==> config.mk <==
export PLATFORM = sky130hd
export DESIGN_NAME = deinterleaver_flat
export DESIGN_NICKNAME = d
export VERILOG_FILES = /design/src/rtl/deinterleaver_if.sv /design/src/rtl/deinterleaver.sv /design/src/flat_wrapper.sv
export SDC_FILE = /design/constraint.sdc
export NUM_CORES = 1
export LEC_CHECK = 0
export CAP_MARGIN = 20
export CORE_MARGIN = 3
export CORE_UTILIZATION = 35
export DETAILED_ROUTE_END_ITERATION = 10
export GPL_ROUTABILITY_DRIVEN = 1
export PLACE_DENSITY = 0.55
export REMOVE_ABC_BUFFERS = 1
export SYNTH_ARGS = -nofsm -noshare
export SYNTH_HDL_FRONTEND = slang
export SYNTH_SLANG_ARGS = --single-unit
==> constraint.sdc <==
create_clock -name Clock -period 4.3 [get_ports Clock]
set_input_delay 1.075 -clock Clock [delete_from_list [all_inputs] [get_ports Clock]]
set_output_delay 1.075 -clock Clock [all_outputs]
set_load 0.005 [all_outputs]
==> src/rtl/deinterleaver_if.sv <==
// Bit-serial stream bundle between the demapper, the deinterleaver and the Viterbi decoder.
// The master drives coded bits in; the slave returns them in original coded order.
interface deinterleaver_if;
  logic       Clear;
  logic       InBit;
  logic       InValid;
  logic       OutBit;
  logic       OutValid;
  logic       OutLast;
  logic [7:0] SymCount;

  modport master (
    output Clear, InBit, InValid,
    input  OutBit, OutValid, OutLast, SymCount
  );

  modport slave (
    input  Clear, InBit, InValid,
    output OutBit, OutValid, OutLast, SymCount
  );
endinterface

==> src/rtl/deinterleaver.sv <==
// 802.11a PLCP DATA deinterleaver: ping-pong banks, written in received order j,
// read back in coded order k through row/column address counters.
module deinterleaver #(
  parameter int N_CBPS = 48,
  parameter int N_COLS = 16
) (
  input logic            Clock,
  input logic            Reset,
  deinterleaver_if.slave bus
);

  localparam int N_ROWS = N_CBPS / N_COLS;
  localparam int AW     = $clog2(N_CBPS);

  typedef enum logic {IDLE, READ} state_t;

  logic [N_CBPS-1:0] mem_q [2];
  logic [N_CBPS-1:0] mem_d [2];
  logic [AW-1:0]     wptr_q, wptr_d;
  logic              wbank_q, wbank_d;
  logic              sym_done;

  state_t            state_q, state_d;
  logic              rbank_q, rbank_d;
  logic [3:0]        col_q, col_d;
  logic [2:0]        row_q, row_d;
  logic [AW-1:0]     addr_q, addr_d;
  logic              last_k;

  logic              out_bit_q, out_bit_d;
  logic              out_valid_q, out_valid_d;
  logic              out_last_q, out_last_d;
  logic [7:0]        sym_count_q, sym_count_d;

  always_comb begin
    mem_d    = mem_q;
    wptr_d   = wptr_q;
    wbank_d  = wbank_q;
    sym_done = 1'b0;
    if (bus.Clear) begin
      wptr_d = '0;
    end else if (bus.InValid) begin
      mem_d[wbank_q][wptr_q] = bus.InBit;
      if (wptr_q == AW'(N_CBPS - 1)) begin
        wptr_d   = '0;
        wbank_d  = ~wbank_q;
        sym_done = 1'b1;
      end else begin
        wptr_d = wptr_q + AW'(1);
      end
    end
  end

  // Launch emits k=0 (always j=0) on the completing edge itself, so the
  // counters then point at k=1: column 1, row 0, address N_ROWS.
  always_comb begin
    state_d     = state_q;
    rbank_d     = rbank_q;
    col_d       = col_q;
    row_d       = row_q;
    addr_d      = addr_q;
    out_bit_d   = 1'b0;
    out_valid_d = 1'b0;
    out_last_d  = 1'b0;
    sym_count_d = sym_count_q;
    last_k      = (col_q == 4'(N_COLS - 1)) && (row_q == 3'(N_ROWS - 1));
    if (bus.Clear) begin
      state_d = IDLE;
    end else begin
      case (state_q)
        IDLE: begin
          if (sym_done) begin
            state_d     = READ;
            rbank_d     = wbank_q;
            out_bit_d   = mem_q[wbank_q][0];
            out_valid_d = 1'b1;
            col_d       = 4'd1;
            row_d       = 3'd0;
            addr_d      = AW'(N_ROWS);
          end
        end
        READ: begin
          out_bit_d   = mem_q[rbank_q][addr_q];
          out_valid_d = 1'b1;
          if (last_k) begin
            out_last_d  = 1'b1;
            sym_count_d = sym_count_q + 8'd1;
            state_d     = IDLE;
            if (sym_done) begin
              state_d = READ;
              rbank_d = wbank_q;
              col_d   = 4'd0;
              row_d   = 3'd0;
              addr_d  = '0;
            end
          end else if (col_q == 4'(N_COLS - 1)) begin
            col_d  = 4'd0;
            row_d  = row_q + 3'd1;
            addr_d = AW'(row_q) + AW'(1);
          end else begin
            col_d  = col_q + 4'd1;
            addr_d = addr_q + AW'(N_ROWS);
          end
        end
        default: state_d = IDLE;
      endcase
    end
  end

  always_ff @(posedge Clock or posedge Reset) begin
    if (Reset) begin
      mem_q[0]    <= '0;
      mem_q[1]    <= '0;
      wptr_q      <= '0;
      wbank_q     <= 1'b0;
      state_q     <= IDLE;
      rbank_q     <= 1'b0;
      col_q       <= '0;
      row_q       <= '0;
      addr_q      <= '0;
      out_bit_q   <= 1'b0;
      out_valid_q <= 1'b0;
      out_last_q  <= 1'b0;
      sym_count_q <= '0;
    end else begin
      mem_q       <= mem_d;
      wptr_q      <= wptr_d;
      wbank_q     <= wbank_d;
      state_q     <= state_d;
      rbank_q     <= rbank_d;
      col_q       <= col_d;
      row_q       <= row_d;
      addr_q      <= addr_d;
      out_bit_q   <= out_bit_d;
      out_valid_q <= out_valid_d;
      out_last_q  <= out_last_d;
      sym_count_q <= sym_count_d;
    end
  end

  assign bus.OutBit   = out_bit_q;
  assign bus.OutValid = out_valid_q;
  assign bus.OutLast  = out_last_q;
  assign bus.SymCount = sym_count_q;

endmodule
==> src/flat_wrapper.sv <==
// flat-port wrapper written by rule: the top's interface ports become plain ports
module deinterleaver_flat 
#(
  parameter int N_CBPS = 48,
  parameter int N_COLS = 16
)
  (Clock, Reset, bus_Clear, bus_InBit, bus_InValid, bus_OutBit, bus_OutValid, bus_OutLast, bus_SymCount);
  deinterleaver_if bus_i ();
  input logic Clock;
  input logic Reset;
  input wire logic [$bits(bus_i.Clear)-1:0] bus_Clear;
  input wire logic [$bits(bus_i.InBit)-1:0] bus_InBit;
  input wire logic [$bits(bus_i.InValid)-1:0] bus_InValid;
  output wire logic [$bits(bus_i.OutBit)-1:0] bus_OutBit;
  output wire logic [$bits(bus_i.OutValid)-1:0] bus_OutValid;
  output wire logic [$bits(bus_i.OutLast)-1:0] bus_OutLast;
  output wire logic [$bits(bus_i.SymCount)-1:0] bus_SymCount;
  assign bus_i.Clear = bus_Clear;
  assign bus_i.InBit = bus_InBit;
  assign bus_i.InValid = bus_InValid;
  assign bus_OutBit = bus_i.OutBit;
  assign bus_OutValid = bus_i.OutValid;
  assign bus_OutLast = bus_i.OutLast;
  assign bus_SymCount = bus_i.SymCount;
  deinterleaver #(.N_CBPS(N_CBPS), .N_COLS(N_COLS)) u_core (.Clock(Clock), .Reset(Reset), .bus(bus_i));
endmodule
[Yosys cells after proc, flatten, opt, wreduce, memory -nomap -nowiden]
Index checks and enable logic that the tools add are counted.
W data, S select, Z words.
Cells by class
  muxes and demuxes: 48
  equality and inequality tests: 7
  magnitude comparators: 6
  reductions and logical operators: 10
  add/sub/neg operators: 6
  bitwise operators: 5
Operators by type and width (number)
  $mux W48: 4
  $bwmux W96: 1
  $demux W48 S1: 1
  $mux W6: 7
  $mux W1: 19
  $mux W4: 4
  $lt A6 B7 Y1 const B: 2
  $pmux W6 S2: 1
  $mux W3: 3
  $reduce_and A3 Y1: 3
  $add A8 B1 Y8 const B: 1
  $pmux W1 S2: 4
  $pmux W4 S2: 1
  $add A6 B1 Y6 const B: 1
  $add A6 B2 Y6 const B: 1
  $bmux W1 S6: 1
  $demux W1 S6: 1
  $eq A6 B6 Y1 const B: 1
  $ge A6 B1 Y1 const B: 1
  $pmux W3 S2: 1
  $reduce_and A2 Y1: 3
  $add A3 B1 Y4 const B: 1
  $add A4 B1 Y4 const B: 1
  $eq A4 B4 Y1 const B: 1
  12 further kinds: 18
Storage, ports and cells
  input port bits: 5
  word-level logic and storage cells: 95
  register bits after elaboration: 129

[Logic depth before layout (Yosys ltp)]
  depth in word-level cells: 8
  mapped depth: 9
  depth with buffers taken out: 9

[Worst setup path before layout]
Ideal clock, no wire load.
  path type: input -> register
  start: input bus_Clear
  end: register u_core.mem_q[53] (netlist name)
  stages: 5
  path slack: 1.910 ns
  data arrival time: 2.265 ns
  library setup time: 0.125 ns
  path buffers: 0
  cells stage by stage: nand2b_1 -> nor3_1 -> nor3b_2 -> nand2_1 -> mux2_2
On the way
  longest elaborated chain between the ends: 2
Ends and longest elaborated chain
  start: declaration: RTL line flat_wrapper.sv:11  | input wire logic [$bits(bus_i.Clear)-1:0] bus_Clear;
  $not A1 Y1 (no line)
  $reduce_and A2 Y1 (no line)
  end signal: assignment: RTL line deinterleaver.sv:126  | mem_q <= mem_d;
  end: declaration: RTL line deinterleaver.sv:17  | logic [N_CBPS-1:0] mem_q [2];
No other way between the ends.
A chain may end at the register's enable or synchronous reset.

[Worst setup path after layout]
  start: input bus_Clear
  end: register u_core.mem_q[51] (netlist name)
Same word-level chain as after synthesis.

==> results.md <==
* Status: finished clean
* CP max-delay cell: clkdlybuf4s50_1
* Most frequent cell after synthesis: dfrtp_1
* Worst path cell trace: clkdlybuf4s50_1 -> nand2b_1 -> nor3_1 -> nor3b_2 -> nand2_1 -> mux2_2
* Clk_skew at 0.00594 ns
* Largest net degree at the start of global routing at 73
* CTS tree: done
* Pwr dens at 388 mW/mm2
* Crit path DAT at 3.42 ns
* First-pass iteration count of the detailed router at 5
* Hold path depth at 1
* Tmin final at 3.11 ns
* Post-synthesis sequential area ratio at 48.4%
* Critical Path RT at 4.60 ns
* Post-DP Area at 0.00701 mm2
* Max FO, Critical Path at 14
* DP Wirelength at 10.6 mm
* Final Non-Filler Cells at 841
* Initial Util at 36.4%
* Startpoint types: input port
* Antenna-violating nets left at 0
* Final Hold Fails at 0
* Top_reg_cell synth: dfrtp_1
* Final TNS setup at 0 ns
* Placed insts at 809
* CTS hold repair buffers at 0
* Commonest cells in the netlist: dfrtp_1, nand2_1, mux2_2
* Top delay family on crit path: simple AND/OR/NAND/NOR gates
* Total track usage at 16.4%
* Max Cap Viol at 0
* Clock Sinks at 129
* Number of enable flip-flop cells after synthesis at 0
* Post-Synthesis Cells at 596
* Resize count post-CTS at 0
* Synth top area share at 48.4%
* Post-synth ARST share at 100%
* Worst r2r path cells at 7
* H-tree levels at 4
* Core Region at 0.0183 mm2
* Share of cells above drive strength 1 at 26.5%
* WP buf/inv at 1
* Max Root-Sink Buffers at 2
* Die area at 0.0208 mm2
* P_leak at 3.42 nW
* WL final at 16.0 mm
* FP Rows at 49
* Top cells by area, synth: dfrtp_1, mux2_2, nand2_1, mux4_2, mux4_1
* Endpoint of the worst hold-timing path: u_core.bus.SymCount[7]
* Crit Path Class: in2reg
* Root buffer cell: clkbuf_16
* Num CTS Buffers at 17
* Reg clk slew, reported paths at 0.06 ns
* Antenna diodes at 0
* Vias at 4,597
* GPL Wtd Cong at 0.828
* Worst Tran Pin Value at 1.01 ns
* Synthesized area at 0.00667 mm2
* Top Ports at 16
* Area Overhead vs Synth at 13.9%
* Die H at 144 um
* Avg WL per Cell at 19.0 um
* Part of the cycle the worst path needs at 72.4%
* Worst r2r src: u_core.addr_q[0]
* Multi-input logic area at 0.00322 mm2
* Warnings, synthesis at 0
* DRC violation count after routing at 0
* Total chip power at 2.95 mW
* Iteration-0 DRC Markers at 327
* Distinct cells, synth at 51
* Yosys top cell by area: dfrtp_1
* # port buffers at 15
* Die width at 144 um
* RSZ-0062 raised after global routing: no
* Worst hold path class: reg2reg
* Number of synthesized register bits at 129
* Clock latency on the worst-skew pair at 0.42 ns
* Worst setup EP type: register
* FF-to-FF setup slack at 1.51 ns
* Min-delay src: u_core.bus.SymCount[7]
* Sequential cell area at 0.00323 mm2
* Post-CTS setup buffer count at 0
* Vias per inst at 5.47
* Critical R2R Capture: u_core.bus.OutBit
* Avg Cell Area, Syn at 11.2 um2
* Relative slew slack at 32.7%
* Grt total ovfl at 0
* Worst path max stage delay at 0.64 ns
* Vias in the first global route at 4,684
* Slew Limit Fails at 0
* Peak Freq at 321 MHz
* Final-stage net count at 610
* Final setup violation count at 0
* Final instance area at 0.00760 mm2
* Initial antenna violation count at 0
* First-pass GRT wire length at 26.0 mm
* Number of fillers in the final layout at 1,747
* Peak VDD IR at 251 uV
[stage by stage]
step	util, %	setup WS, ns	hold slack, ns
after global routing	41.5	0.982	0.511
after floorplan	-	-0.216	0.456
after detailed placement	38.2	0.749	0.487
after CTS	41.5	1.20	0.501
after global placement	38.2	0.862	0.469
final	41.5	1.19	0.489
[cell type report]
type	count	area share, %
Sequential cell	129	42.5
Multi-Input combinational cell	414	42.4
Clock buffer	19	5.96
Tap cell	229	3.77
Timing Repair Buffer	27	3.10
Clock inverter	13	1.79
Inverter	10	0.527
[cell families (layout without fill, tap and decap cells)]
family / Yosys count / count (layout) / share of synthesized area [%]
xor gates and xnor gates: 10 / 10 / 1.31
buffers and inverters: 53 / 69 / 3.36
and+or+nand+nor: 207 / 207 / 14.6
DFF: 129 / 129 / 48.4
AOI/OAI and AO/OA: 57 / 57 / 5.46
muxes: 134 / 134 / 25.8
adders and majority gates: 6 / 6 / 1.13
[where the power goes]
group          leakage (nW)  total [mW]  internal, mW  switching (mW)
clock network         0.281        1.44         0.882           0.562
registers              1.76        1.30          1.25          0.0567
logic                  1.37       0.200        0.0794           0.121
[flip-flops by register name (all words and copies together), names as in the netlist]
register and cells:
u_core.bus.OutValid 1, u_core.mem_q 96, u_core.col_q 4, u_core.bus.OutBit 1, u_core.bus.OutLast 1, u_core.wbank_q 1
u_core.row_q 3, u_core.bus.SymCount 8, u_core.rbank_q 1, u_core.addr_q 6, u_core.state_q 1, u_core.wptr_q 6
[layer usage]
metal  wire length [um]  global-route usage, %
met1               7480                   22.3
met2               7650                   26.2
met3                646                   3.60
met4                237                   4.86
met5                  0                      0
[cells in the final DEF, fill, tap and decap left out, drive strengths merged, types with 11 or more instances in the layout]
cell           synthesis  layout
dfrtp                129     129
nand2                102     102
mux2                  99      99
nor2                  27      27
nand3                 21      21
o21ai                 19      19
clkbuf                29      19
mux4                  18      18
mux2i                 17      17
clkdlybuf4s50          0      14
nor3                  14      14
buf                   14      13
and3                  12      12
a21oi                 12      12
inv                   10      11
[how the worst max path moves through the flow]
stage / start / endpoint / slack, ns / cells past startpoint
finish: bus_Clear / u_core.mem_q[51] / 1.19 / 6
global route: bus_Clear / u_core.mem_q[51] / 0.98 / 6
CTS: bus_Clear / u_core.mem_q[53] / 1.20 / 6
detailed placement: bus_Clear / u_core.mem_q[53] / 0.75 / 6
global placement: bus_Clear / u_core.mem_q[53] / 0.86 / 6
floorplan: Reset / u_core.addr_q[0] / -0.22 / 1
(Power assumes the default switching activity.)
